--- src/rtl/cam_pattern_gen.sv ---
// rtl/cam_pattern_gen.sv - synthetic OV7670-style RGB565 camera bus source
// Inputs:  clk, rst (asynchronous, active-low), enable, pattern_sel[1:0]
// Outputs: pclk, href, vsync, data[7:0], busy, frame_done
module cam_pattern_gen #(
  parameter int H_ACTIVE    = 160,
  parameter int V_ACTIVE    = 120,
  parameter int H_BLANK     = 16,
  parameter int VSYNC_LINES = 3,
  parameter int VBP_LINES   = 17,
  parameter int VFP_LINES   = 10
) (
  input  logic       clk,
  input  logic       rst,
  input  logic       enable,
  input  logic [1:0] pattern_sel,
  output logic       pclk,
  output logic       href,
  output logic       vsync,
  output logic [7:0] data,
  output logic       busy,
  output logic       frame_done
);

  localparam int L      = 2 * H_ACTIVE + H_BLANK;
  localparam int SW     = $clog2(L);
  localparam int LW_RAW = $clog2(VSYNC_LINES + VBP_LINES + V_ACTIVE + VFP_LINES + 1);
  localparam int LW     = (LW_RAW < 4) ? 4 : LW_RAW;

  typedef enum logic [2:0] {S_IDLE, S_VSYNC, S_VBP, S_ACTIVE, S_VFP} state_t;

  state_t          state_q, state_d;
  logic [SW-1:0]   slot_q, slot_d;
  logic [LW-1:0]   line_q, line_d;
  logic [1:0]      pat_q, pat_d;
  logic            pclk_q, pclk_d;
  logic            href_q, href_d;
  logic            vsync_q, vsync_d;
  logic [7:0]      data_q, data_d;
  logic            busy_q, busy_d;
  logic            frame_done_q, frame_done_d;

  logic [7:0]      px_x;
  logic [7:0]      bar;
  logic [15:0]     pix;

  always_comb begin
    state_d      = state_q;
    slot_d       = slot_q;
    line_d       = line_q;
    pat_d        = pat_q;
    pclk_d       = 1'b0;
    frame_done_d = 1'b0;
    href_d       = href_q;
    vsync_d      = vsync_q;
    data_d       = data_q;
    busy_d       = busy_q;
    px_x         = '0;
    bar          = '0;
    pix          = '0;

    if (state_q == S_IDLE) begin
      if (enable) begin
        state_d = S_VSYNC;
        slot_d  = '0;
        line_d  = '0;
        pat_d   = pattern_sel;
      end
    end else begin
      pclk_d = ~pclk_q;
      // pclk high means this edge ends the current slot
      if (pclk_q) begin
        if (slot_q != SW'(L - 1)) begin
          slot_d = slot_q + SW'(1);
        end else begin
          slot_d = '0;
          line_d = line_q + LW'(1);
          case (state_q)
            S_VSYNC: if (line_q == LW'(VSYNC_LINES - 1)) begin
              state_d = S_VBP;
              line_d  = '0;
            end
            S_VBP: if (line_q == LW'(VBP_LINES - 1)) begin
              state_d = S_ACTIVE;
              line_d  = '0;
            end
            S_ACTIVE: if (line_q == LW'(V_ACTIVE - 1)) begin
              state_d = S_VFP;
              line_d  = '0;
            end
            S_VFP: if (line_q == LW'(VFP_LINES - 1)) begin
              line_d       = '0;
              frame_done_d = 1'b1;
              if (enable) begin
                state_d = S_VSYNC;
                pat_d   = pattern_sel;
              end else begin
                state_d = S_IDLE;
              end
            end
            default: state_d = S_IDLE;
          endcase
        end
      end
    end

    // Bus outputs describe the slot being entered and hold between slot boundaries
    if (state_q == S_IDLE || pclk_q) begin
      px_x = 8'(slot_d >> 1);
      bar  = px_x / 8'(H_ACTIVE / 8);
      case (pat_d)
        2'd0: begin
          case (bar)
            8'd0:    pix = 16'hFFFF;
            8'd1:    pix = 16'hFFE0;
            8'd2:    pix = 16'h07FF;
            8'd3:    pix = 16'h07E0;
            8'd4:    pix = 16'hF81F;
            8'd5:    pix = 16'hF800;
            8'd6:    pix = 16'h001F;
            default: pix = 16'h0000;
          endcase
        end
        2'd1:    pix = {px_x[7:3], px_x[7:2], px_x[7:3]};
        2'd2:    pix = (px_x[3] ^ line_d[3]) ? 16'hFFFF : 16'h0000;
        default: pix = 16'hFFFF;
      endcase
      busy_d  = (state_d != S_IDLE);
      vsync_d = (state_d == S_VSYNC);
      href_d  = (state_d == S_ACTIVE) && (slot_d < SW'(2 * H_ACTIVE));
      data_d  = href_d ? (slot_d[0] ? pix[7:0] : pix[15:8]) : 8'h00;
    end
  end

  always_ff @(posedge clk or negedge rst) begin
    if (!rst) begin
      state_q      <= S_IDLE;
      slot_q       <= '0;
      line_q       <= '0;
      pat_q        <= '0;
      pclk_q       <= 1'b0;
      href_q       <= 1'b0;
      vsync_q      <= 1'b0;
      data_q       <= 8'h00;
      busy_q       <= 1'b0;
      frame_done_q <= 1'b0;
    end else begin
      state_q      <= state_d;
      slot_q       <= slot_d;
      line_q       <= line_d;
      pat_q        <= pat_d;
      pclk_q       <= pclk_d;
      href_q       <= href_d;
      vsync_q      <= vsync_d;
      data_q       <= data_d;
      busy_q       <= busy_d;
      frame_done_q <= frame_done_d;
    end
  end

  assign pclk       = pclk_q;
  assign href       = href_q;
  assign vsync      = vsync_q;
  assign data       = data_q;
  assign busy       = busy_q;
  assign frame_done = frame_done_q;

endmodule
--- config.mk ---
export PLATFORM = sky130hd
export DESIGN_NAME = cam_pattern_gen
export DESIGN_NICKNAME = d
export VERILOG_FILES = /design/src/rtl/cam_pattern_gen.sv
export SDC_FILE = /design/constraint.sdc
export NUM_CORES = 1
export LEC_CHECK = 0
export ABC_AREA = 1
export BUFFER_PORTS_ARGS = -buffer_cell sky130_fd_sc_hd__clkbuf_2
export CAP_MARGIN = 5
export CORE_ASPECT_RATIO = 0.9
export CORE_MARGIN = 2
export CORE_UTILIZATION = 50
export DETAILED_ROUTE_END_ITERATION = 12
export PLACE_DENSITY = 0.68
export SLEW_MARGIN = 10
export SYNTH_ARGS = -nofsm -noshare
export SYNTH_HDL_FRONTEND = slang
export SYNTH_SLANG_ARGS = --single-unit
--- constraint.sdc ---
create_clock -name clk -period 4.5 [get_ports clk]
set_input_delay 0.675 -clock clk [delete_from_list [all_inputs] [get_ports clk]]
set_output_delay 0.675 -clock clk [all_outputs]
set_load 0.05 [all_outputs]
After elaboration in Yosys (flattened, before gate mapping)
Cells that the tools add are included.
{"block": "word_totals", "reg_bits": 35, "latch_bits": 0, "ramBits": 0, "romBits": 0, "in_bits": 5, "word_cells": 86, "n_memories": 0}
{"block": "op_classes", "add_sub_neg": 2, "mul": 0, "div_mod_pow": 1, "n_lt_le_gt_ge": 1, "eq_ne": 21, "shifts": 0, "n_mux": 40, "n_bitwise": 2, "n_reduce_logical": 8}
{"cell": "$pmux 16 s7", "count": 1}
{"cell": "$mux 8", "count": 10}
{"cell": "$pmux 16 s3", "count": 1}
{"cell": "$mux 9", "count": 4}
{"cell": "$pmux 8 s4", "count": 1}
{"cell": "$eq 8x2->1 const B", "count": 3}
{"cell": "$eq 8x3->1 const B", "count": 3}
{"cell": "$mux 3", "count": 8}
{"cell": "$mux 16", "count": 1}
{"cell": "$mux 2", "count": 6}
{"cell": "$pmux 3 s4", "count": 1}
{"cell": "$add 9x1->9 const B", "count": 1}
{"cell": "$eq 3x2->1 const B", "count": 3}
{"cell": "$lt 9x9->1 const B", "count": 1}
{"cell": "$ne 9x9->1 const B", "count": 1}
{"cell": "$add 8x1->8 const B", "count": 1}
{"cell": "$div 8x5->8 const B", "count": 1}
{"cell": "$eq 8x1->1 const B", "count": 1}
{"cell": "$eq 8x4->1 const B", "count": 1}
{"cell": "$eq 8x5->1 const B", "count": 1}
{"cell": "$eq 8x7->1 const B", "count": 1}
{"cell": "$logic_not 8->1", "count": 1}
{"cell": "$mux 1", "count": 7}
{"cell": "$eq 3x1->1 const B", "count": 2}
{"cell": "13 further kinds", "count": 14}

Depth between registers and ports, before layout
Gate-level depths: netlist (run 1).
{"block": "logic_depth", "depth_word": 11, "ltp_mapped": 25, "mapped_depth_nobuf": 25}

Least setup slack after synthesis (run 1)
No wires, ideal clock.
{"block": "synth_path", "path_kind": "reg-to-reg", "startpoint": "register pclk_q (netlist: pclk)", "endpoint": "register data_q[0] (netlist: data[0])", "setup_time_ns": 0.118, "t_arrival_ns": 2.369, "required_ns": 4.382, "slack_ns": 2.013, "stages_incl_launch_ff": 24, "synth_period_minus_slack_ns": 2.487, "cell_sequence": "dfrtp_1 inv_2 nor2_4 nand2_1 nand2_1 nand2_1 nor2_2 nor2_4 a21oi_2 nand2_2 nand2_2 nand2_1 nand2_1 inv_2 nand2_2 nand2_1 nand2_1 nand2_1 nand2_2 nand2_1 nand2_1 nand2_1 nand2_1 nand2_1"}
{"block": "synth_between", "elab_chain_cells": 8, "word_cells_on_any_way": 29}
{"item": "from (decl)", "line_no": "35", "rtl": "logic pclk_q, pclk_d;"}
{"item": "from (signal assigned)", "line_no": "151", "rtl": "pclk_q <= pclk_d;"}
{"item": "$mux 9", "line_no": "71", "rtl": "if (pclk_q) begin"}
{"item": "$mux 9", "line_no": "61", "rtl": "if (state_q == S_IDLE) begin"}
{"item": "$div 8x5->8", "line_no": "109", "rtl": "bar = px_x / 8'(H_ACTIVE / 8);"}
{"item": "$eq 8x3->1, or another cell as far along", "line_no": "112", "rtl": "case (bar)"}
{"item": "$pmux 16 s7", "line_no": "112"}
{"item": "$pmux 16 s3", "line_no": "110", "rtl": "case (pat_d)"}
{"item": "$mux 8 (2 in a row)", "line_no": "130", "rtl": "data_d = href_d ? (slot_d[0] ? pix[7:0] : pix[15:8]) : 8'h00;"}
{"item": "to (signal assigned)", "line_no": "154", "rtl": "data_q <= data_d;"}
{"item": "to (decl)", "line_no": "38", "rtl": "logic [7:0] data_q, data_d;"}
Parallel ways exist; a longest one is shown, timed or not. The select of a mux whose other input is x is not followed.
A chain may end at the register's enable or synchronous reset.

Final worst setup path (run 1)
{"block": "layout_path", "startpoint": "register slot_q[0]", "endpoint": "register data_q[3] (netlist: data[3])"}
{"block": "layout_between", "word_cells_on_any_way": 35}
{"item": "from (decl)", "line_no": "32", "rtl": "logic [SW-1:0] slot_q, slot_d;"}
{"item": "from (signal assigned)", "line_no": "148", "rtl": "slot_q <= slot_d;"}
{"item": "$add 9x1->9 or $ne 9x9->1 (tied branches)", "line_no": "73, 72"}
{"item": "$mux 9", "line_no": "72", "rtl": "if (slot_q != SW'(L - 1)) begin"}
{"item": "$mux 9", "line_no": "71"}
{"item": "$mux 9 (*)", "line_no": "61"}
{"item": "named net slot_d[0]", "line_no": "32"}
{"item": "$lt 9x9->1", "line_no": "129", "rtl": "href_d = (state_d == S_ACTIVE) && (slot_d < SW'(2 * H_ACTIVE));"}
{"item": "$logic_and 1x1->1", "line_no": "129"}
{"item": "$mux 8 (*)", "line_no": "130"}
The timed path passes the listed nets; every way through them passes the cells marked *. The select of a mux whose other input is x is not followed.

==> results by group, run 1 <==
Detailed routing
  • Final Routed Wirelength: 5990 µm
  • Vias/cell: 5.18
  • Routed len/inst: 13.3 µm
  • First-pass iteration count of the detailed router: 4
  • Final ANT Viol Nets: 0
  • DR iter-0 viols: 113
  • Total number of vias: 2324
  • DRC Markers: 0

Clock tree
  • Worst-path clk slew: 0.07 ns
  • Post-CTS Setup Bufs: 0
  • TritonCTS clock tree: done
  • Clock sinks: 35
  • Clk buf depth: 2
  • Cts bufs inserted: 5
  • Clock Latency Late Sink: 0.30 ns
  • Hold-fix buffers, CTS: 0
  • Post-CTS sizing: 0
  • H-tree levels: 2
  • Root Buffer: clkbuf_8

Synth
  • Area leader, netlist: dfrtp_1
  • Synth top cells by count: 102 x nand2_1, 46 x inv_1, 35 x dfrtp_1
  • Main combinational cell family by area after synthesis: simple AND/OR/NAND/NOR gates
  • Register area share after synthesis: 33.9%
  • Netlist cell types: 42
  • Synth Area in XOR/XNOR: 2.04%
  • Post-synth top area share: 33.9%
  • Mapped Cells: 360
  • Adder-Cell Fraction of Synth Area: 2.42%
  • Synthesized cell area: 2580 µm²
  • Ys async rst share: 100%
  • EDFF count, synth: 0
  • Synth Register Bits: 35
  • Area contributors post-synth: dfrtp_1 34%, nand2_1 15%, inv_1 6.7%
  • Compound-Gate Fraction of Synth Area: 10.4%
  • Mux share of post-synthesis cell area: 0%
  • Top-count cell post-synth: nand2_1
  • Syn Nets: 370
  • Synth Area in Simple Gates: 42.0%
  • Syn. warnings: 0
  • Syn Area/Cell: 7.17 µm²
  • Predominant post-synthesis flop cell: dfrtp_1

Timing
  • Setup-failing EPs final: 0
  • Clock Skews: 0.0113 ns
  • Slew Viols, Final: 0
  • RSZ-0062 raised after global routing: false
  • Post-route minimum period: 2.68 ns
  • Period utilization: 59.5%
  • Worst slew margin: 40.4%
  • Worst-margin pin slew: 0.895 ns
  • Sum Neg Setup Slack: 0 ns
  • Max Clock Freq: 373 MHz
  • Final WS setup: 1.82 ns
  • Fin. Hold Viols: 0

GRT
  • Vias in the first global route: 2198
  • Total congestion overflow: 0
  • Global-route wire length before repair: 10400 µm
  • Gr usage total: 23.4%
  • Largest net degree at the start of global routing: 36
  • Initial antenna violation count: 0

Finish
  • # fillers: 477
  • Share of layout cells above drive strength 1: 21.6%
  • # diodes: 0
  • P&R area growth vs syn: 10.8%
  • Layout Nets: 393
  • Footprint of the multi-input gates: 1470 µm²
  • Reg area: 876 µm²

Die
  • Initial Util: 52.7%
  • Core area: 4890 µm²
  • # IOs: 18
  • # rows: 24
  • Die Y: 72.1 µm
  • Die Wd: 79.7 µm
  • Die Area: 5750 µm²

Power and ir drop
  • P_leak: 0.00143 µW
  • PD cells: 487 nW/µm²
  • VDD IR max: 251 µV

Setup path
  • WP data required: 4.68 ns
  • Critical path startpoint category: register
  • CP arrival: 2.86 ns
  • Critical path endpoint category: register
  • Crit path max fanout: 11
  • Setup CP Type: reg2reg

Job
  • MaxCap Viol Count: 0

Placed design
  • Dpl ws: 1.83 ns
  • Detail Placement HPWL: 4690 µm
  • IO buf count: 17
  • Routability congestion estimate: 0.944

Min path
  • Worst Hold Class: reg2reg

Outcome
  • Outcome: complete, no violations
==> area by class of cell <==
| class | count | area share [%] |
|---|---|---|
| clock buffers | 5 | 2.41 |
| clock inverters | 3 | 1.53 |
| well taps | 65 | 2.84 |
| inverters | 60 | 8.05 |
| multi-input cells | 263 | 51.3 |
| flip-flops and latches | 35 | 30.6 |
| repair buffers | 18 | 3.24 |
==> path summary, 6_finish.rpt <==
| path | cells past startpoint | start | endpoint | slack (ns) |
|---|---|---|---|---|
| max | 13 | slot_q[0] | data[3] | 1.82 |
| min | 2 | data[3] | data[3] | 0.48 |
| max reg2reg | 13 | slot_q[0] | data[3] | 1.82 |
| min reg2reg | 2 | data[3] | data[3] | 0.48 |
| max in group asynchronous | 1 | rst | slot_q[0] | 3.45 |
| min in group asynchronous | 1 | rst | line_q[5] | 0.49 |
==> cells in the final DEF, fill, tap and decap left out, types with 2 or more instances in the layout <==
cell        n
clkbuf_2   17
nand3_2     6
nor2_1     31
nor4_1      3
xor2_1      5
nand2_4     4
nor2_2      8
inv_1      46
a21oi_1     8
nor3_2      2
nand2_1   102
nor3b_1     2
inv_2      13
nand2_2     8
nand3_1    23
o21ai_0     9
ha_1        5
clkbuf_8    5
nand4_1     9
nor2_8      2
a21oi_2     2
o211ai_1    2
o21ai_2     3
nor3_1      7
o21a_1      2
a22o_1      2
nor2_4      4
dfrtp_1    35
==> report_power, final <==
part | switching [µW] | internal, µW
clock | 125 | 165
sequential | 42.5 | 356
combinational | 492 | 212
total | 659 | 733
==> kinds of logic (layout without fill, tap and decap cells) <==
family                   after synthesis  in the layout
flip-flops                            35             35
AND/OR/NAND/NOR                      214            214
XOR/XNOR                               6              6
adder cells (fa/ha/maj)                5              5
AO/OA/AOI/OAI                         38             38
buffers and inverters                 62             86
==> registers in the layout, summed over array words and instances, names as in the netlist <==
name / count
pat_q: 2
slot_q: 9
state_q: 3
frame_done: 1
pclk: 1
href: 1
vsync: 1
data: 8
busy: 1
line_q: 8
==> worst max-delay path, stage by stage (launching register included) <==
cell     delay (ns)
dfrtp_1        0.43
ha_1           0.26
nand3_2        0.10
nor2_4         0.05
nand2_2        0.10
nand2_4        0.09
o32ai_1        0.71
inv_1          0.37
nor2_1         0.18
nand2_1        0.06
nand2_1        0.05
nand2_1        0.04
nand2_1        0.07
nand2_1        0.05
==> routing by layer <==
layer | wire length (µm) | share of wire [%] | track usage (%)
met1 | 3160 | 53 | 35.6
met2 | 2470 | 41 | 34.5
met3 | 290 | 4.8 | 3.36
met4 | 68 | 1.1 | 6.90
met5 | 0 | 0 | 0
==> stage by stage <==
stage | power, µW | utilization [%] | hold slack (ns) | cells | cell area, µm²
after global placement | 1100 | 56.1 | 0.463 | 441 | 2750
final | 1390 | 58.4 | 0.481 | 449 | 2860
after detailed placement | 1100 | 56.1 | 0.468 | 441 | 2750
after global routing | 1510 | 58.4 | 0.520 | 449 | 2860
after floorplan | 948 | - | 0.379 | 360 | 2580
after CTS | 1390 | 58.4 | 0.486 | 449 | 2860
No activity file was read; power rests on OpenSTA's default activity.
==> run 2, diff against run 1 <==
--- a/config.mk
+++ b/config.mk
@@ -5,7 +5,7 @@
 export SDC_FILE = /design/constraint.sdc
 export NUM_CORES = 1
 export LEC_CHECK = 0
-export ABC_AREA = 1
+export ABC_AREA = 0
 export BUFFER_PORTS_ARGS = -buffer_cell sky130_fd_sc_hd__clkbuf_2
 export CAP_MARGIN = 5
 export CORE_ASPECT_RATIO = 0.9
==> constraint.sdc (replaced) <==
create_clock -name clk -period 2.8 [get_ports clk]
set_input_delay 0.42 -clock clk [delete_from_list [all_inputs] [get_ports clk]]
set_output_delay 0.42 -clock clk [all_outputs]
set_load 0.05 [all_outputs]
==> run 2 against run 1 <==
Compared with the run above: largest power group is now sequential cells; power rose by 8.5%; critical path depth decreased by 4; via count down 3.9%; non-clock buffer count up 13; die area down 4.8%; hold slack worse by 0.23 ns; routed wire length down 1.1%; final cell count down 16%; sequential share of layout area increased by 0.81 points; clock-buffer cell count is the same; synthesized area decreased by 5.1%; register-to-register slack lost 1.7 ns.
==> results by group, run 2 <==
Timing
  • Setup-failing EPs final: 0
  • Worst-margin pin slew: 0.903 ns
  • Period utilization: 96.3%
  • Max Clock Freq: 371 MHz
  • Hold slack: 0.247 ns
  • Slew Viols, Final: 0
  • Fin. Hold Viols: 0
  • Worst slew margin: 39.8%
  • Post-route minimum period: 2.70 ns
  • Clock Skews: 0.00555 ns

Clock tree
  • Clk buf depth: 2
  • Clock Latency Late Sink: 0.29 ns
  • Root Buffer: clkbuf_8
  • Hold-fix buffers, CTS: 0
  • Worst-path clk slew: 0.07 ns
  • Clock sinks: 35
  • TritonCTS clock tree: done
  • Cts bufs inserted: 5
  • H-tree levels: 2

Synth
  • Synth Area in Simple Gates: 31.5%
  • Predominant post-synthesis flop cell: dfrtp_1
  • EDFF count, synth: 0
  • Mapped Cells: 284
  • Synth top cells by count: 43 x nand2_1, 35 x dfrtp_1, 24 x o21ai_0
  • Top-count cell post-synth: nand2_1
  • Synth Register Bits: 35
  • Adder-Cell Fraction of Synth Area: 2.55%
  • Main combinational cell family by area after synthesis: simple AND/OR/NAND/NOR gates
  • Register area share after synthesis: 35.8%
  • Area contributors post-synth: dfrtp_1 36%, nand2_1 6.6%, o21ai_0 4.9%
  • Netlist cell types: 69
  • Synth Area in XOR/XNOR: 0.358%
  • Mux share of post-synthesis cell area: 2.76%
  • Syn Nets: 294
  • Syn. warnings: 0
  • Post-synth top area share: 35.8%
  • Compound-Gate Fraction of Synth Area: 22.9%
  • Syn Area/Cell: 8.62 µm²
  • Ys async rst share: 100%
  • Synthesized cell area: 2450 µm²
  • Area leader, netlist: dfrtp_1

Setup path
  • Critical Path Source: pclk
  • WP data required: 2.97 ns
  • Critical path endpoint category: register
  • Setup CP Type: reg2reg
  • Crit path max fanout: 8
  • CP arrival: 2.87 ns
  • Reg-to-reg startpoint: pclk
  • Critical path startpoint category: register

Finish
  • Layout Nets: 323
  • P&R area growth vs syn: 13.7%
  • Share of layout cells above drive strength 1: 21.0%
  • Max reg flops: 9
  • Final Non-Filler Cells: 379
  • Most frequent cells in the layout: 43 x nand2_1, 35 x dfrtp_1, 24 x o21ai_0
  • Fin area: 2790 µm²
  • Largest Register: slot_q
  • # diodes: 0
  • Most common cell after layout, fill and taps aside: nand2_1

Placed design
  • Detail Placement HPWL: 4290 µm
  • Placed cells: 369
  • Routability congestion estimate: 0.922
  • IO buf count: 17
  • Placed cell areas: 2650 µm²

Detailed routing
  • Final Routed Wirelength: 5920 µm
  • Vias/cell: 5.89
  • Total number of vias: 2234
  • DRC Markers: 0
  • Routed len/inst: 15.6 µm
  • First-pass iteration count of the detailed router: 4
  • DR iter-0 viols: 191
  • Final ANT Viol Nets: 0

GRT
  • Global-route wire length before repair: 10200 µm
  • Vias in the first global route: 2082
  • Total congestion overflow: 0
  • Initial antenna violation count: 0
  • Largest net degree at the start of global routing: 36
  • Gr usage total: 23.3%

Die
  • Die Wd: 77.8 µm
  • Die Area: 5470 µm²
  • # rows: 24
  • # IOs: 18
  • Core area: 4770 µm²
  • Die Y: 70.4 µm
  • Initial Util: 51.3%

Power and ir drop
  • PD cells: 542 nW/µm²
  • P_leak: 0.00117 µW
  • VDD IR max: 351 µV
  • Overall power: 1510 µW

Outcome
  • Outcome: complete, no violations

Job
  • MaxCap Viol Count: 0

Min path
  • Worst Hold Class: in2async
==> run 2: changes by cell type in the layout (fill, tap and decap cells not counted), sizes merged, moves of 6 or more <==
cell and change:
nor2 -32, nand2b +6, o21ai +22, nand3 -12, nand2 -71, inv -48, buf +13
==> run 2: cells by family (layout without fill, tap and decap cells) <==
kind of cell	after synthesis	count (layout)
multiplexers	6	6
AO/OA/AOI/OAI	82	82
flip-flops	35	35
XOR/XNOR	1	1
adder cells (fa/ha/maj)	5	5
AND/OR/NAND/NOR	134	134
buffers and inverters	21	51
==> run 2: worst paths after layout <==
path / to / depth (start not counted) / slack (ns)
setup reg to reg: data[1] / 9 / 0.10
hold reg to reg: data[0] / 2 / 0.49
min in group clk: pat_q[1] / 2 / 0.43
setup / recovery: data[1] / 9 / 0.10
hold / removal: line_q[6] / 1 / 0.25
max in group asynchronous: slot_q[6] / 1 / 1.99
==> run 2: power breakdown <==
part	switching, µW	total (µW)	leakage (µW)	internal (µW)
sequential	93.2	656	0.000448	563
combinational	318	500	0.000679	181
clock	184	354	0.0000477	170
total	596	1510	0.00117	914
==> run 2: critical path, stage by stage (launching register included) <==
cell and delay (ns):
dfrtp_1 0.48, nand4_1 0.33, or4_1 0.55, and3_1 0.21
inv_2 0.15, nand3_1 0.08, o311ai_1 0.40, nor4_4 0.11
nor3_1 0.19, o21ai_1 0.09
==> run 2: timing repair <==
item	in CTS	in global routing
endpoints found under the setup margin	0	8
setup buffers	0	2
resized for setup	0	8
==> run 2: layer usage <==
layer / track usage [%] / vias to the layer above / share of wire (%)
li1: - / 1124 / -
met1: 35.4 / 1038 / 52
met2: 33.2 / 64 / 41
met3: 4.52 / 8 / 5.0
met4: 6.94 / 0 / 1.6
met5: 0 / - / 0
==> run 2: final cells by class <==
cell class,count,area (µm²)
clock inverter,3,15.0
timing repair buffer,31,190
inverter,12,45.0
clock buffer,5,68.8
multi-input combinational,228,1510
tap,65,81.3
sequential,35,876
fill,403,1990
==> run 2: stage by stage <==
stage | setup TNS [ns] | worst slack [ns] | util [%]
3_5_place_dp | 0 | 0.107 | 55.5
4_1_cts | 0 | 0.0786 | 57.2
3_3_place_gp | 0 | 0.133 | 55.5
5_1_grt | -0.000336 | -0.000336 | 58.3
6_report | 0 | 0.104 | 58.3
2_1_floorplan | 0 | 0.165 | -
